$ cat config.mk
export PLATFORM = sky130hd
export DESIGN_NAME = mem_arbiter
export DESIGN_NICKNAME = d
export VERILOG_FILES = /design/src/rtl/mem_arbiter_pkg.sv /design/src/rtl/mem_arbiter_rr_arb2.sv /design/src/rtl/mem_arbiter.sv
export SDC_FILE = /design/constraint.sdc
export NUM_CORES = 1
export LEC_CHECK = 0
export ABC_CLOCK_PERIOD_IN_PS = 4090
export CAP_MARGIN = 15
export CORE_AREA = 2 2 205 207
export CTS_BUF_LIST = sky130_fd_sc_hd__clkbuf_8
export CTS_CLUSTER_SIZE = 12
export DETAILED_ROUTE_END_ITERATION = 10
export DIE_AREA = 0 0 207 209
export HOLD_SLACK_MARGIN = 0.02
export PLACE_DENSITY_LB_ADDON = 0.12
export SYNTH_ARGS = -nofsm -noshare
export SYNTH_HDL_FRONTEND = slang
export SYNTH_HIERARCHICAL = 1
export SYNTH_SLANG_ARGS = --single-unit
$ cat constraint.sdc
create_clock -name clock -period 4.09 [get_ports clock]
set_clock_uncertainty 0.15 [all_clocks]
set_input_delay 0.818 -clock clock [delete_from_list [all_inputs] [get_ports clock]]
set_output_delay 0.818 -clock clock [all_outputs]
set_load 0.1 [all_outputs]
$ cat src/rtl/mem_arbiter_pkg.sv
// Shared types for the two-client memory arbiter: FSM state encoding and opcode constants.
package mem_arbiter_pkg;

    typedef enum logic [1:0] {
        StIdle,
        StReq,
        StRead,
        StWrite
    } arb_state_e;

    localparam logic MEM_OP_RD = 1'b0;
    localparam logic MEM_OP_WR = 1'b1;

endpackage

$ cat src/rtl/mem_arbiter_rr_arb2.sv
// Two-input grant picker (rr_arb2). With MEM_ARBITER_RR_EN it holds a last-granted pointer
// and alternates on ties; otherwise it is plain fixed priority with c0 first.
module mem_arbiter_rr_arb2 (
    input  logic       clk_i,
    input  logic       rst_ni,
    input  logic [1:0] req_i,
    input  logic       advance_i,
    output logic [1:0] gnt_o
);

`ifdef MEM_ARBITER_RR_EN
    logic last_q, last_d;

    // last_q = 1 means c1 was granted last, so c0 wins the next tie
    always_comb begin
        gnt_o = req_i;
        if (req_i == 2'b11) begin
            gnt_o = last_q ? 2'b01 : 2'b10;
        end
    end

    assign last_d = (advance_i && (req_i != 2'b00)) ? gnt_o[1] : last_q;

    always_ff @(posedge clk_i or negedge rst_ni) begin
        if (!rst_ni) begin
            last_q <= 1'b1;
        end else begin
            last_q <= last_d;
        end
    end
`else
    logic unused_rr;

    assign unused_rr = ^{clk_i, rst_ni, advance_i};
    assign gnt_o     = {req_i[1] & ~req_i[0], req_i[0]};
`endif

endmodule

$ cat src/rtl/mem_arbiter.sv
// Two-client arbiter for one memory port; the winner owns the port until its len+1 beats move.
// Define MEM_ARBITER_RR_EN for round-robin tie breaking; default build is fixed priority (c0).
module mem_arbiter
    import mem_arbiter_pkg::*;
#(
    parameter int unsigned MEM_LEN_BITS  = 8,
    parameter int unsigned MEM_ADDR_BITS = 32,
    parameter int unsigned MEM_DATA_BITS = 64
) (
    input  logic                     clock,
    input  logic                     reset,

    input  logic                     c0_req_valid,
    output logic                     c0_req_ready,
    input  logic                     c0_req_opcode,
    input  logic [MEM_LEN_BITS-1:0]  c0_req_len,
    input  logic [MEM_ADDR_BITS-1:0] c0_req_addr,
    input  logic                     c0_wr_valid,
    input  logic [MEM_DATA_BITS-1:0] c0_wr_bits,
    output logic                     c0_rd_valid,
    output logic [MEM_DATA_BITS-1:0] c0_rd_bits,
    input  logic                     c0_rd_ready,

    input  logic                     c1_req_valid,
    output logic                     c1_req_ready,
    input  logic                     c1_req_opcode,
    input  logic [MEM_LEN_BITS-1:0]  c1_req_len,
    input  logic [MEM_ADDR_BITS-1:0] c1_req_addr,
    input  logic                     c1_wr_valid,
    input  logic [MEM_DATA_BITS-1:0] c1_wr_bits,
    output logic                     c1_rd_valid,
    output logic [MEM_DATA_BITS-1:0] c1_rd_bits,
    input  logic                     c1_rd_ready,

    output logic                     mem_req_valid,
    output logic                     mem_req_opcode,
    output logic [MEM_LEN_BITS-1:0]  mem_req_len,
    output logic [MEM_ADDR_BITS-1:0] mem_req_addr,
    output logic                     mem_wr_valid,
    output logic [MEM_DATA_BITS-1:0] mem_wr_bits,
    input  logic                     mem_rd_valid,
    input  logic [MEM_DATA_BITS-1:0] mem_rd_bits,
    output logic                     mem_rd_ready
);

    arb_state_e               state_q, state_d;
    logic [1:0]               req, gnt;
    logic                     accept, beat, last_beat;
    logic                     owner_q, opcode_q, req_valid_q;
    logic [MEM_LEN_BITS-1:0]  len_q, cnt_q;
    logic [MEM_ADDR_BITS-1:0] addr_q;

    assign req       = {c1_req_valid, c0_req_valid};
    assign accept    = (state_q == StIdle) && (req != 2'b00);
    assign last_beat = beat && (cnt_q == len_q);

    mem_arbiter_rr_arb2 u_arb (
        .clk_i     (clock),
        .rst_ni    (reset),
        .req_i     (req),
        .advance_i (accept),
        .gnt_o     (gnt)
    );

    always_ff @(posedge clock or negedge reset) begin
        if (!reset) begin
            state_q <= StIdle;
        end else begin
            state_q <= state_d;
        end
    end

    always_comb begin
        state_d = state_q;
        unique case (state_q)
            StIdle:          if (accept) state_d = StReq;
            StReq:           state_d = (opcode_q == MEM_OP_RD) ? StRead : StWrite;
            StRead, StWrite: if (last_beat) state_d = StIdle;
            default:         state_d = StIdle;
        endcase
    end

    // reset gates the IDLE-state readies so every output is 0 while reset is held
    always_comb begin
        c0_req_ready = 1'b0;
        c1_req_ready = 1'b0;
        c0_rd_valid  = 1'b0;
        c1_rd_valid  = 1'b0;
        mem_rd_ready = 1'b0;
        mem_wr_valid = 1'b0;
        mem_wr_bits  = '0;
        beat         = 1'b0;
        unique case (state_q)
            StIdle: begin
                c0_req_ready = reset & gnt[0];
                c1_req_ready = reset & gnt[1];
            end
            StRead: begin
                mem_rd_ready = owner_q ? c1_rd_ready : c0_rd_ready;
                c0_rd_valid  = ~owner_q & mem_rd_valid;
                c1_rd_valid  = owner_q & mem_rd_valid;
                beat         = mem_rd_valid & mem_rd_ready;
            end
            StWrite: begin
                mem_wr_valid = owner_q ? c1_wr_valid : c0_wr_valid;
                mem_wr_bits  = owner_q ? c1_wr_bits : c0_wr_bits;
                beat         = mem_wr_valid;
            end
            default: ;
        endcase
    end

    always_ff @(posedge clock or negedge reset) begin
        if (!reset) begin
            req_valid_q <= 1'b0;
            owner_q     <= 1'b0;
            opcode_q    <= 1'b0;
            len_q       <= '0;
            addr_q      <= '0;
            cnt_q       <= '0;
        end else begin
            req_valid_q <= accept;
            if (accept) begin
                owner_q  <= gnt[1];
                opcode_q <= gnt[1] ? c1_req_opcode : c0_req_opcode;
                len_q    <= gnt[1] ? c1_req_len : c0_req_len;
                addr_q   <= gnt[1] ? c1_req_addr : c0_req_addr;
            end
            if (state_q == StReq) begin
                cnt_q <= '0;
            end else if (beat) begin
                cnt_q <= cnt_q + 1'b1;
            end
        end
    end

    assign mem_req_valid  = req_valid_q;
    assign mem_req_opcode = opcode_q;
    assign mem_req_len    = len_q;
    assign mem_req_addr   = addr_q;

    assign c0_rd_bits = reset ? mem_rd_bits : '0;
    assign c1_rd_bits = reset ? mem_rd_bits : '0;

endmodule

==> impl_metrics.yaml, run 1 <==
clock_network:
  root_buffer: "clkbuf_8"
  cts_tree: "built"
  post_cts_resized: 0
  clkLatencyLatePin_ns: 0.35
  path_clk_slew_ns: 0.11
  h-tree-depth: 2
  cts_buffers: 5
  cts_buffer_depth: 2
  cts_hold_buf: 0
  clkSinkCount: 53
  postCtsSetupBuffers: 0
setup_path:
  cp_cell_sequence: "buf_12 -> mux2i_1 -> nor2_1 -> buf_4"
  cp.required_ns: 3.12
  cp-end-kind: "primary output"
  cp.arrival_ns: 2.18
  critPathLaunchType: "register"
  max_stage_delay_ns: 0.79
  crit_path_max_fanout: 30
  worstSetupPathType: "register to primary output"
  path_buf_inv: 2
  cpMaxStageDelayCell: "dfrtp_4"
  path_delay_family: "flip-flops"
sta:
  grt_setup_unrepaired: "no"
  hold_viol_final: 0
  tns_ns: 0
  min_period_over_period: 0.771
  worst_slew_margin_rel: 0.288
  max_freq_mhz: 317
  tightest_slew_ns: 1.07
  layout_min_cycle_time_ns: 3.15
  final-max-slew-violation-count: 0
  setup_viol_count_final: 0
yosys:
  synth_edf_count: 0
  ys_top_cells_by_area: "dfrtp_1 30%, mux2i_1 25%, buf_4 11%"
  netlist_area_sq_um: 4440
  synth_commonest_cells: "111 x nor2_1, 109 x mux2i_1, 66 x buf_4"
  syn_avg_cell_area_sq_um: 8.27
  syn_nets: 821
  synth_top_area_share: 0.299
  async_flop_share: 1.00
  ys.warnings.count: 6
  synthCells: 537
  ys_dominant_reg_cell: "dfrtp_1"
  yosysUniqueCellTypes: 31
  ys_seq_area_frac: 0.299
  ys_seq_elements: 53
  yosysMostFrequentCell: "nor2_1"
  synth.largest_area_cell: "dfrtp_1"
routing:
  avgViaCountPerCell: 3.43
  route.detailed.drc: 0
  wl_per_cell_um: 18.2
  dr.pass1.iters: 4
  drt-initial-drc-count: 154
  wirelength_um: 27600
  ant_nets: 0
  vias: 5210
floorplan:
  die_h_um: 209
  rows: 75
  start_util: 0.108
  core-area_sq_um: 41300
  ioPinCount: 523
  die_area_sq_um: 43300
  die_width_um: 207
power:
  powerDensity_nw_per_um2: 819
  irDropWorstVdd_v: 0.000395
  leakage_nw: 4.29
finish:
  fin_cells: 1518
  fin_util: 0.230
  area_growth_pct: 114
  drive_above_1_share: 0.232
  fin_nets: 1261
place:
  dp_hpwl_um: 23200
  dp_cells: 1509
  port_buffers: 522
  gp_congestion: 0.839
global_route:
  grt.total_usage: 0.121
  grt_max_degree: 74
  grt_remaining_overflow: 0
  grt_pass1_vias: 5249
  antenna_found_initial: 2
  grt_pass1_wl_um: 38700
run:
  cap_viol_max_count: 0
worst_hold_path:
  hp-class: "input pin to async pin"
status:
  outcome: "completed"
[layout by cell type, fill, tap and decap left out, types with 2 or more instances in the layout]
cell / synthesis / layout
dfrtp_1: 53 / 52
a21oi_1: 43 / 43
nor2_1: 111 / 111
clkbuf_8: 0 / 5
buf_4: 66 / 208
clkdlybuf4s50_1: 0 / 322
buf_12: 0 / 5
mux2i_1: 109 / 109
xnor2_1: 8 / 8
nand2_1: 10 / 9
nor3_1: 3 / 3
and2_1: 64 / 64
and3_1: 6 / 6
clkinv_2: 0 / 2
o21ai_0: 4 / 4
a211o_1: 3 / 3
nand3_1: 5 / 5
[per-stage QoR]
| stage | area (sq um) | hold slack, ns | worst slack [ns] | total power [mW] |
|---|---|---|---|---|
| 2_1_floorplan | 4440 | 0.352 | 0.00449 | 5.79 |
| 3_3_place_gp | 9370 | 0.355 | 0.814 | 7.46 |
| 3_5_place_dp | 9370 | 0.368 | 0.846 | 7.44 |
| 4_1_cts | 9480 | 0.369 | 0.739 | 7.89 |
| 5_1_grt | 9480 | 0.373 | 0.756 | 8.10 |
| 6_report | 9480 | 0.341 | 0.938 | 7.77 |
[logic make-up after synthesis]
| family | share of synthesized area |
|---|---|
| AO/OA/AOI/OAI | 0.0639 |
| XOR/XNOR | 0.0158 |
| flip-flops | 0.299 |
| adder cells (fa/ha/maj) | 0.00282 |
| buffers and inverters | 0.146 |
| multiplexers | 0.248 |
| AND/OR/NAND/NOR | 0.225 |
[flip-flops by register name (all words and copies together), names as in the netlist]
register,flops
cnt_q,8
mem_req_addr,32
mem_req_len,8
mem_req_opcode,1
mem_req_valid,1
owner_q,1
state_q,2
[routing by layer]
metal | track usage | share of wire | up-vias
met1 | 0.148 | 0.42 | 2333
met5 | 0 | 0 | -
li1 | - | - | 2604
met3 | 0.0404 | 0.079 | 14
met4 | 0.0318 | 0.021 | 0
met2 | 0.205 | 0.48 | 259
[power breakdown]
group | switching, mW | leakage (nW) | internal, mW
Sequential | 0.261 | 0.651 | 0.762
Combinational | 4.87 | 3.58 | 1.46
Clock | 0.225 | 0.0585 | 0.184
Total | 5.35 | 4.29 | 2.41
[worst register-to-register path: cells and delay by family, from the launching register on]
family | cells | cell delay, ns
DFF | 1 | 0.79
buffers and inverters | 1 | 0.30
muxes | 3 | 0.95
AOI/OAI and AO/OA | 1 | 0.47
[final timing paths]
kind	start	to	slack [ns]	depth (start not counted)
worst max-delay path	owner_q	mem_wr_valid	0.94	4
worst min-delay path	reset	mem_req_addr[7]	0.34	1
worst max register to register	owner_q	cnt_q[2]	1.37	5
worst min register to register	mem_req_addr[7]	mem_req_addr[7]	0.39	2
max in group asynchronous	reset	cnt_q[5]	2.78	2
min in group clock	mem_req_addr[7]	mem_req_addr[7]	0.39	2
[area by class of cell]
cell class              count  area [sq um]
clock buffers               5          68.8
repair buffers            535          4880
flip-flops and latches     53          1330
multi-input cells         380          2470
inverters                   2          8.76
well taps                 539           674
clock inverters             3          43.8
fillers                  4588         31800
diodes                      1          2.50
No activity file was read; power rests on OpenSTA's default activity.
==> run 2, diff against run 1 <==
ABC_CLOCK_PERIOD_IN_PS = 3100   (was 4090)
CORE_AREA = 2 2 206 208   (was 2 2 205 207)
DIE_AREA = 0 0 208 210   (was 0 0 207 209)
clock period = 3.1 ns   (was 4.09 ns; I/O delays follow)
==> impl_metrics.yaml, run 2 (synthesis gave the netlist of run 1 again) <==
status:
  outcome: "completed"
sta:
  grt_setup_unrepaired: "no"
  hold_viol_final: 0
  worst_slew_margin_rel: 0.620
  tns_ns: 0
  max_freq_mhz: 350
  final-max-slew-violation-count: 0
  tightest_slew_ns: 0.565
  min_period_over_period: 0.923
  hold_slack_ns: 0.250
  setup_viol_count_final: 0
  layout_min_cycle_time_ns: 2.86
finish:
  area_growth_pct: 169
  fin_nets: 1271
  largest_reg_flops: 32
  layout_commonest_cell: "clkdlybuf4s50_1"
  fin_cells: 1530
  mostFrequentLayoutCells: "281 x clkdlybuf4s50_1, 203 x buf_12, 111 x nor2_1, 109 x mux2i_1, 64 x and2_1"
  drive_above_1_share: 0.282
power:
  leakage_nw: 5.10
  irDropWorstVdd_v: 0.000739
  powerDensity_nw_per_um2: 966
routing:
  vias: 5310
  wirelength_um: 31900
  drt-initial-drc-count: 177
  wl_per_cell_um: 20.9
  route.detailed.drc: 0
  avgViaCountPerCell: 3.47
  ant_nets: 0
  dr.pass1.iters: 4
global_route:
  grt_max_degree: 67
  antenna_found_initial: 6
  grt_remaining_overflow: 0
  grt.total_usage: 0.142
  grt_pass1_vias: 5526
  grt_pass1_wl_um: 44800
setup_path:
  path_delay_family: "flip-flops"
  cp.required_ns: 2.33
  cpMaxStageDelayCell: "dfrtp_4"
  worstSetupPathType: "register to primary output"
  max_stage_delay_ns: 0.79
  cp_cell_sequence: "buf_4 -> mux2i_1 -> nor2_1 -> buf_12"
  critPathLaunchType: "register"
  cp-end-kind: "primary output"
  crit_path_max_fanout: 29
  path_buf_inv: 2
  cp.arrival_ns: 2.09
floorplan:
  rows: 75
  start_util: 0.107
  die_width_um: 208
  ioPinCount: 523
  die_area_sq_um: 43700
  die_h_um: 210
  core-area_sq_um: 41500
clock_network:
  h-tree-depth: 2
  post_cts_resized: 0
  clkSinkCount: 53
  cts_hold_buf: 0
  cts_buffer_depth: 2
  root_buffer: "clkbuf_8"
  clkLatencyLatePin_ns: 0.33
  cts_tree: "built"
  path_clk_slew_ns: 0.12
  postCtsSetupBuffers: 0
  cts_buffers: 5
place:
  dp_cells: 1519
  port_buffers: 522
  dp_hpwl_um: 27800
  gp_congestion: 0.812
worst_hold_path:
  hp-class: "input pin to async pin"
run:
  cap_viol_max_count: 0
-- run 2: cell count changes in the layout (fill, tap and decap cells not counted) --
| cell | previous run | this run |
|---|---|---|
| nor3b_2 | 0 | 1 |
| nor3b_1 | 1 | 0 |
| buf_12 | 5 | 203 |
| clkinv_2 | 2 | 0 |
| buf_4 | 208 | 61 |
| diode_2 | 1 | 3 |
| inv_2 | 0 | 1 |
| clkbuf_8 | 5 | 7 |
| bufinv_16 | 1 | 0 |
| clkdlybuf4s50_1 | 322 | 281 |
-- run 2: worst register-to-register path: stages (launching register included) --
cell and delay (ns):
dfrtp_4 0.79, mux2i_1 0.54, o22a_1 0.43, mux2_2 0.39, mux2i_1 0.13
-- run 2: final cells by class --
cell class                 instances  area (sq um)
fill                            4393         29500
timing repair buffer             545          7330
multi-input combinational        380          2480
sequential                        53          1330
tap                              539           674
clock buffer                       7          96.3
clock inverter                     1          8.76
inverter                           2          7.51
antenna                            3          7.51
-- run 2: power breakdown --
group / internal (mW) / total [mW] / switching [mW] / leakage, nW
Combinational: 2.97 / 9.66 / 6.69 / 4.39
Sequential: 1.01 / 1.37 / 0.367 / 0.651
Clock: 0.208 / 0.492 / 0.284 / 0.0549
Total: 4.19 / 11.5 / 7.34 / 5.10
-- run 2: through the flow --
step           worst slack [ns]   util  power [mW]  cell area, sq um
2_1_floorplan            0.0428      -        7.64              4450
3_3_place_gp              0.409  0.285        11.2             11800
3_5_place_dp              0.431  0.285        11.2             11800
4_1_cts                   0.122  0.288        11.7             11900
5_1_grt                   0.129  0.288        12.0             11900
6_report                  0.239  0.288        11.5             11900
-- run 2: worst paths after layout --
path	startpoint	to	slack, ns	depth (start not counted)
min reg2reg	mem_req_addr[9]	mem_req_addr[9]	0.39	2
max reg2reg	owner_q	cnt_q[2]	0.60	4
max	owner_q	mem_wr_bits[22]	0.24	4
min	reset	mem_req_addr[6]	0.25	2
max in group asynchronous	reset	mem_req_len[2]	2.04	3
min in group clock	mem_req_addr[9]	mem_req_addr[9]	0.39	2
-- run 2: per-layer routing --
layer  global-route usage  part of all wire  up-vias
met3               0.0466             0.079       15
met5                    0           0.00085        -
met4               0.0252             0.011        4
met1                0.162              0.39     2406
met2                0.261              0.52      264
li1                     -                 -     2621
